### src/rtl/uart_pkg.sv
// Shared UART definitions: parity modes, transmitter states, legal parameter ranges.
package uart_pkg;

  typedef enum logic [1:0] {
    NONE = 2'd0,
    ODD  = 2'd1,
    EVEN = 2'd2
  } parity_e;

  typedef enum logic [2:0] {
    IDLE,
    START,
    DATA,
    PARITY,
    STOP
  } tx_state_e;

  localparam int unsigned MIN_CLOCKS_PER_PULSE = 2;
  localparam int unsigned MIN_DATA_BITS        = 5;
  localparam int unsigned MAX_DATA_BITS        = 9;
  localparam int unsigned MIN_STOP_BITS        = 1;
  localparam int unsigned MAX_STOP_BITS        = 2;

  // Mode 3 is reserved and deliberately folds onto NONE.
  function automatic parity_e decode_parity(input logic [1:0] mode);
    case (mode)
      2'd1:    return ODD;
      2'd2:    return EVEN;
      default: return NONE;
    endcase
  endfunction

  function automatic bit params_legal(input int unsigned cpp,
                                      input int unsigned data_bits,
                                      input int unsigned stop_bits);
    return (cpp >= MIN_CLOCKS_PER_PULSE) &&
           (data_bits >= MIN_DATA_BITS) && (data_bits <= MAX_DATA_BITS) &&
           (stop_bits >= MIN_STOP_BITS) && (stop_bits <= MAX_STOP_BITS);
  endfunction

endpackage

### src/rtl/uart_tx_cfg_if.sv
// Host-side valid/ready word interface of the UART transmitter.
interface uart_tx_cfg_if #(
  parameter int unsigned DATA_BITS = 8
);
  logic [DATA_BITS-1:0] in_data;
  logic [1:0]           in_parity;
  logic                 in_valid;
  logic                 in_ready;

  modport master (output in_data, output in_parity, output in_valid, input in_ready);
  modport slave  (input in_data, input in_parity, input in_valid, output in_ready);
endinterface

### src/rtl/uart_bit_timer.sv
// Bit-period timer: counts 0..CLOCKS_PER_PULSE-1, strobes on the last clock, sync clear.
module uart_bit_timer #(
  parameter int unsigned CLOCKS_PER_PULSE = 16,
  parameter int unsigned CNT_W            = $clog2(CLOCKS_PER_PULSE)
) (
  input  logic clk,
  input  logic rstn,
  input  logic clear,
  output logic bit_end,
  output logic near_end
);

  logic [CNT_W-1:0] cnt;

  assign bit_end  = (cnt == CNT_W'(CLOCKS_PER_PULSE - 1));
  assign near_end = (cnt == CNT_W'(CLOCKS_PER_PULSE - 2));

  always_ff @(posedge clk or negedge rstn) begin
    if (!rstn) begin
      cnt <= '0;
    end else if (clear || bit_end) begin
      cnt <= '0;
    end else begin
      cnt <= cnt + CNT_W'(1);
    end
  end

endmodule

### src/rtl/uart_tx_cfg.sv
// Configurable UART transmitter: start, LSB-first payload, optional parity, 1-2 stop bits.
module uart_tx_cfg
  import uart_pkg::*;
#(
  parameter int unsigned CLOCKS_PER_PULSE = 16,
  parameter int unsigned DATA_BITS        = 8,
  parameter int unsigned STOP_BITS        = 1
) (
  input  logic           clk,
  input  logic           rstn,
  uart_tx_cfg_if.slave   in_if,
  output logic           tx,
  output logic           tx_busy,
  output logic           tx_done
);

  localparam int unsigned CNT_W = $clog2(STOP_BITS * CLOCKS_PER_PULSE);
  localparam int unsigned BIT_W = $clog2(DATA_BITS + 1);

  if (!params_legal(CLOCKS_PER_PULSE, DATA_BITS, STOP_BITS)) begin : g_param_check
    $error("uart_tx_cfg: illegal CLOCKS_PER_PULSE/DATA_BITS/STOP_BITS");
  end

  tx_state_e            state;
  parity_e              par_mode;
  logic                 par_bit;
  logic [DATA_BITS-1:0] shreg;
  logic [BIT_W-1:0]     bit_idx;
  logic                 ready_q;
  logic                 bit_end;
  logic                 near_end;
  logic                 accept;
  logic                 last_data;
  logic                 last_stop;

  assign in_if.in_ready = ready_q;
  assign accept         = in_if.in_valid && ready_q;
  assign last_data      = (bit_idx == BIT_W'(DATA_BITS - 1));
  assign last_stop      = (bit_idx == BIT_W'(STOP_BITS - 1));

  uart_bit_timer #(
    .CLOCKS_PER_PULSE (CLOCKS_PER_PULSE),
    .CNT_W            (CNT_W)
  ) u_timer (
    .clk      (clk),
    .rstn     (rstn),
    .clear    (state == IDLE),
    .bit_end  (bit_end),
    .near_end (near_end)
  );

  // tx is loaded one edge ahead of each bit, so every bit spans exactly one timer period.
  always_ff @(posedge clk or negedge rstn) begin
    if (!rstn) begin
      state    <= IDLE;
      tx       <= 1'b1;
      ready_q  <= 1'b0;
      tx_busy  <= 1'b0;
      tx_done  <= 1'b0;
      shreg    <= '0;
      par_bit  <= 1'b0;
      par_mode <= NONE;
      bit_idx  <= '0;
    end else begin
      tx_done <= 1'b0;
      case (state)
        IDLE: begin
          tx <= 1'b1;
          if (accept) begin
            shreg    <= in_if.in_data;
            par_mode <= decode_parity(in_if.in_parity);
            par_bit  <= (decode_parity(in_if.in_parity) == ODD) ? ~^in_if.in_data
                                                                 :  ^in_if.in_data;
            bit_idx  <= '0;
            tx       <= 1'b0;
            tx_busy  <= 1'b1;
            ready_q  <= 1'b0;
            state    <= START;
          end else begin
            ready_q  <= 1'b1;
          end
        end
        START: begin
          if (bit_end) begin
            tx    <= shreg[0];
            shreg <= shreg >> 1;
            state <= DATA;
          end
        end
        DATA: begin
          if (bit_end) begin
            if (last_data) begin
              bit_idx <= '0;
              if (par_mode != NONE) begin
                tx    <= par_bit;
                state <= PARITY;
              end else begin
                tx    <= 1'b1;
                state <= STOP;
              end
            end else begin
              bit_idx <= bit_idx + BIT_W'(1);
              tx      <= shreg[0];
              shreg   <= shreg >> 1;
            end
          end
        end
        PARITY: begin
          if (bit_end) begin
            tx    <= 1'b1;
            state <= STOP;
          end
        end
        STOP: begin
          if (near_end && last_stop) tx_done <= 1'b1;
          if (bit_end) begin
            if (last_stop) begin
              bit_idx <= '0;
              tx_busy <= 1'b0;
              ready_q <= 1'b1;
              state   <= IDLE;
            end else begin
              bit_idx <= bit_idx + BIT_W'(1);
            end
          end
        end
        default: begin
          tx    <= 1'b1;
          state <= IDLE;
        end
      endcase
    end
  end

endmodule
### src/flat_wrapper.sv
// flat-port wrapper written by rule: the top's interface ports become plain ports
module uart_tx_cfg_flat import uart_pkg::*;
#(
  parameter int unsigned CLOCKS_PER_PULSE = 16,
  parameter int unsigned DATA_BITS        = 8,
  parameter int unsigned STOP_BITS        = 1
)
  (clk, rstn, tx, tx_busy, tx_done, in_if_in_data, in_if_in_parity, in_if_in_valid, in_if_in_ready);
  uart_tx_cfg_if #(.DATA_BITS(DATA_BITS)) in_if_i ();
  input  logic clk;
  input  logic rstn;
  output logic tx;
  output logic tx_busy;
  output logic tx_done;
  input wire logic [$bits(in_if_i.in_data)-1:0] in_if_in_data;
  input wire logic [$bits(in_if_i.in_parity)-1:0] in_if_in_parity;
  input wire logic [$bits(in_if_i.in_valid)-1:0] in_if_in_valid;
  output wire logic [$bits(in_if_i.in_ready)-1:0] in_if_in_ready;
  assign in_if_i.in_data = in_if_in_data;
  assign in_if_i.in_parity = in_if_in_parity;
  assign in_if_i.in_valid = in_if_in_valid;
  assign in_if_in_ready = in_if_i.in_ready;
  uart_tx_cfg #(.CLOCKS_PER_PULSE(CLOCKS_PER_PULSE), .DATA_BITS(DATA_BITS), .STOP_BITS(STOP_BITS)) u_core (.clk(clk), .rstn(rstn), .in_if(in_if_i), .tx(tx), .tx_busy(tx_busy), .tx_done(tx_done));
endmodule
### config.mk
export PLATFORM = sky130hd
export DESIGN_NAME = uart_tx_cfg_flat
export DESIGN_NICKNAME = d
export VERILOG_FILES = /design/src/rtl/uart_pkg.sv /design/src/rtl/uart_tx_cfg_if.sv /design/src/rtl/uart_bit_timer.sv /design/src/rtl/uart_tx_cfg.sv /design/src/flat_wrapper.sv
export SDC_FILE = /design/constraint.sdc
export NUM_CORES = 1
export LEC_CHECK = 0
export ABC_AREA = 1
export CELL_PAD_IN_SITES_DETAIL_PLACEMENT = 0
export CELL_PAD_IN_SITES_GLOBAL_PLACEMENT = 2
export CORE_AREA = 3 3 79 81
export DETAILED_ROUTE_END_ITERATION = 8
export DIE_AREA = 0 0 82 84
export GPL_TIMING_DRIVEN = 1
export PLACE_DENSITY_LB_ADDON = 0.3
export SLEW_MARGIN = 5
export SYNTH_ARGS = -nofsm -noshare
export SYNTH_HDL_FRONTEND = slang
export SYNTH_SLANG_ARGS = --single-unit
export TNS_END_PERCENT = 100
### constraint.sdc
create_clock -name clk -period 1.62 [get_ports clk]
set_clock_uncertainty 0.1 [all_clocks]
set_input_delay 0.162 -clock clk [delete_from_list [all_inputs] [get_ports clk]]
set_output_delay 0.162 -clock clk [all_outputs]
set_load 0.1 [all_outputs]
==> key figures <==
Global routing
  – Gr ovfl total: 0
  – Pin count of the biggest net entering global routing: 27
  – Global-route wire length before repair: between 6000 and 7000 um
  – GR Util All Layers: 0.130
  – Initial antenna violation count: 0
  – Number of global-route vias before repair: 1456

Yosys
  – Synth top area cells: dfrtp_1 40%, nand2_1 19%, nand3_1 7.3%
  – Unique cell type count in the Yosys netlist: 28
  – Cell taking the most area after synthesis: dfrtp_1
  – Synth warn: 0
  – Yosys top cell area share: 0.399
  – Cells after Synth: 216
  – Seq/Total Area, Yosys: 0.416
  – Yosys reg bits: 26
  – Mean area per synthesized cell: 7.25 um2
  – Post-Syn Area: 1570 um2
  – Syn_nets: 233

Place
  – Placed insts: between 300 and 400
  – Place WS: -60.8 ps
  – PortBufs: 16
  – Dpl hpwl: 2990 um
  – Placer Congestion: 0.787

Setup path
  – CP startpoint kind: flop
  – CP Capture Type: flop
  – Worst-path cell chain: ha_4 -> inv_2 -> nor2_4 -> nor2_4 -> nor3b_4 -> nand2_2 -> nand2_1 -> nand2_1
  – CP max stage cell: dfrtp_1
  – Worst r2r src: u_core.u_timer.cnt[0]
  – R2r setup slk: -40 ps
  – Worst setup startpoint: u_core.u_timer.cnt[0]
  – Critical path fanouts, max: 5
  – R2R Path End: u_core.shreg[0]
  – Worst Path Arrival: 1740 ps
  – Worst Path Required: approximately 1700 ps
  – Crit path to: u_core.shreg[0]
  – Setup Crit Path Kind: flop to flop
  – CP max stage delay: about 420 ps
  – Cells on worst reg2reg path: 8

Final layout
  – Layout cells sized above 1: 0.332
  – Fin nets: 298
  – # diodes: 0
  – Most frequent cells in the layout: 69 x nand2_1, 41 x buf_4, 22 x dfrtp_1
  – Synthesis-to-finish area growth: 52.4%
  – Fillers: 596
  – Commonest non-fill, non-tap cell in the layout: nand2_1
  – Non-Filler Instances: 352

STA
  – Final cycle utilization of the critical path: 1.02
  – Setup TNS: -116 ps
  – Final Hold Fails: 0
  – Worst-margin pin slew: 314 ps
  – RSZ-0062 raised after global routing: yes
  – Final worst-path setup slack: -39.3 ps
  – Final setup vio count: 4
  – Min cycle time layout: 1660 ps
  – Fmax: about 600 MHz
  – Max Slew Vio Count: 0
  – Max_slew headroom: 0.790

Floorplanning
  – I/O Pins: 17
  – Die H: approximately 84 um
  – Core Area: 5540 um2
  – Die Width: 82 um
  – DIE AREA: 6890 um2
  – # rows: 27
  – Starting Density: 0.283

Detailed routing
  – Drt first pass iters: 4
  – Via density: ~4.4
  – Initial DRC Count: 50
  – DR vias: 1537
  – Routed WL: between 4000 and 5000 um
  – Final ANT Viol Nets: 0
  – DRC: 0
  – WL per Instance: 11.7 um

Worst hold path
  – Tightest Hold Check Type: input port to asynchronous set/reset pin

CTS
  – CTS tree: done
  – CTS sink count: 26
  – Clk buf depth: 2
  – H-tree Lvls: 1
  – Cts bufs inserted: 3
  – Worst-Skew Late Latency: 280 ps
  – Clock Root Buffer: clkbuf_8
  – CTS clock-pin slew for the worst setup and hold paths: 100 ps

Outcome
  – Status: complete, but fails checks
  – Failing checks: negative setup slack

Pwr
  – PD cells: 1950 nW/um2
  – Peak VDD IR: 0.672 mV
  – Final Power: 4.65 mW
  – Leakage Power: approximately 1.2 nW

Job
  – Max Cap Violations: 0
==> Yosys cell counts <==
cell,n
nor2_2,3
nor3b_4,1
o21ai_1,1
and2_1,1
dfstp_2,1
nand3_1,23
inv_2,1
clkinv_1,1
nand2_1,78
nor3b_1,1
nand4_1,1
nand2_4,3
nor3_2,1
nor2_1,19
dfrtp_1,25
o21ai_2,1
nor3_1,1
nand2_2,1
xnor2_1,3
ha_1,4
o21ai_0,12
xor2_1,3
nor4b_1,1
o31ai_1,1
inv_1,23
a21oi_1,4
a31o_2,1
o21a_1,1
==> flip-flops by register name (all words and copies together) (netlist names) <==
| register | count |
|---|---|
| u_core.bit_idx | 4 |
| u_core.in_if.in_ready | 1 |
| u_core.par_bit | 1 |
| u_core.par_mode | 2 |
| u_core.shreg | 8 |
| u_core.state | 3 |
| u_core.tx | 1 |
| u_core.tx_busy | 1 |
| u_core.tx_done | 1 |
| u_core.u_timer.cnt | 4 |
==> what timing repair did <==
item                                    CTS  global route
gates resized for setup                  18            22
hold buffers                              0             0
endpoints found under the setup margin   16            18
pin swaps                                 8            12
setup buffers                             6             9
gates cloned                              1             0
==> per-stage QoR <==
| step | hold slack, ps | utilization | instance area, um2 |
|---|---|---|---|
| floorplan | -234 | - | 1570 |
| global placement | 353 | 0.378 | 2090 |
| detailed placement | 362 | 0.378 | 2090 |
| CTS | 127 | 0.407 | 2260 |
| global route | 132 | 0.431 | 2390 |
| finish | 134 | 0.431 | 2390 |
==> cell type report <==
type | count | area, um2 | share of cell area
clock buffer | 4 | 55.1 | 0.0231
inverter | 25 | 93.8 | 0.0393
tap | 72 | 90.1 | 0.0377
sequential | 26 | 658 | 0.276
timing repair buffer | 59 | 539 | 0.226
multi-input combinational | 166 | 951 | 0.398
==> worst min-delay path by stage <==
| stage | from | endpoint | slack [ps] | cells after the start |
|---|---|---|---|---|
| 2_1_floorplan | rstn | u_core.bit_idx[0] | -230 | 0 |
| 3_3_place_gp | u_core.shreg[5] | u_core.shreg[5] | 350 | 2 |
| 3_5_place_dp | u_core.shreg[5] | u_core.shreg[5] | 360 | 2 |
| 4_1_cts | rstn | u_core.u_timer.cnt[3] | 130 | 2 |
| 5_1_grt | rstn | u_core.u_timer.cnt[3] | 130 | 2 |
| 6_report | rstn | u_core.u_timer.cnt[3] | 130 | 2 |
==> kinds of logic (layout without fill, tap and decap cells) <==
group,count (synthesis),in the layout,synth area share
AOI/OAI and AO/OA,21,21,0.0751
and+or+nand+nor,134,135,0.383
adders and majority gates,4,4,0.0320
DFF,26,26,0.416
buffers and inverters,25,88,0.0599
xor gates and xnor gates,6,6,0.0336
==> routing by layer <==
layer  up-vias  global-route usage  routed length [um]
met3         5              0.0205                 105
li1        816                   -                   -
met2        18               0.198                1920
met5         -                   0                   0
met4         0              0.0453                  69
met1       698               0.182                2020
==> critical path, delay by kind of cell, from the launching register on <==
family | cells | cell delay (ps)
buffers and inverters | 1 | 40
DFF | 1 | 420
and+or+nand+nor | 6 | 830
adders and majority gates | 1 | 170
==> where the power goes <==
part | switching [mW] | internal [mW] | total [mW]
clock | 0.226 | 0.218 | 0.444
sequential | 0.219 | 0.925 | 1.14
combinational | 1.73 | 1.33 | 3.06
total | 2.17 | 2.48 | 4.65
Note: power is estimated with default switching activity, not from simulation.
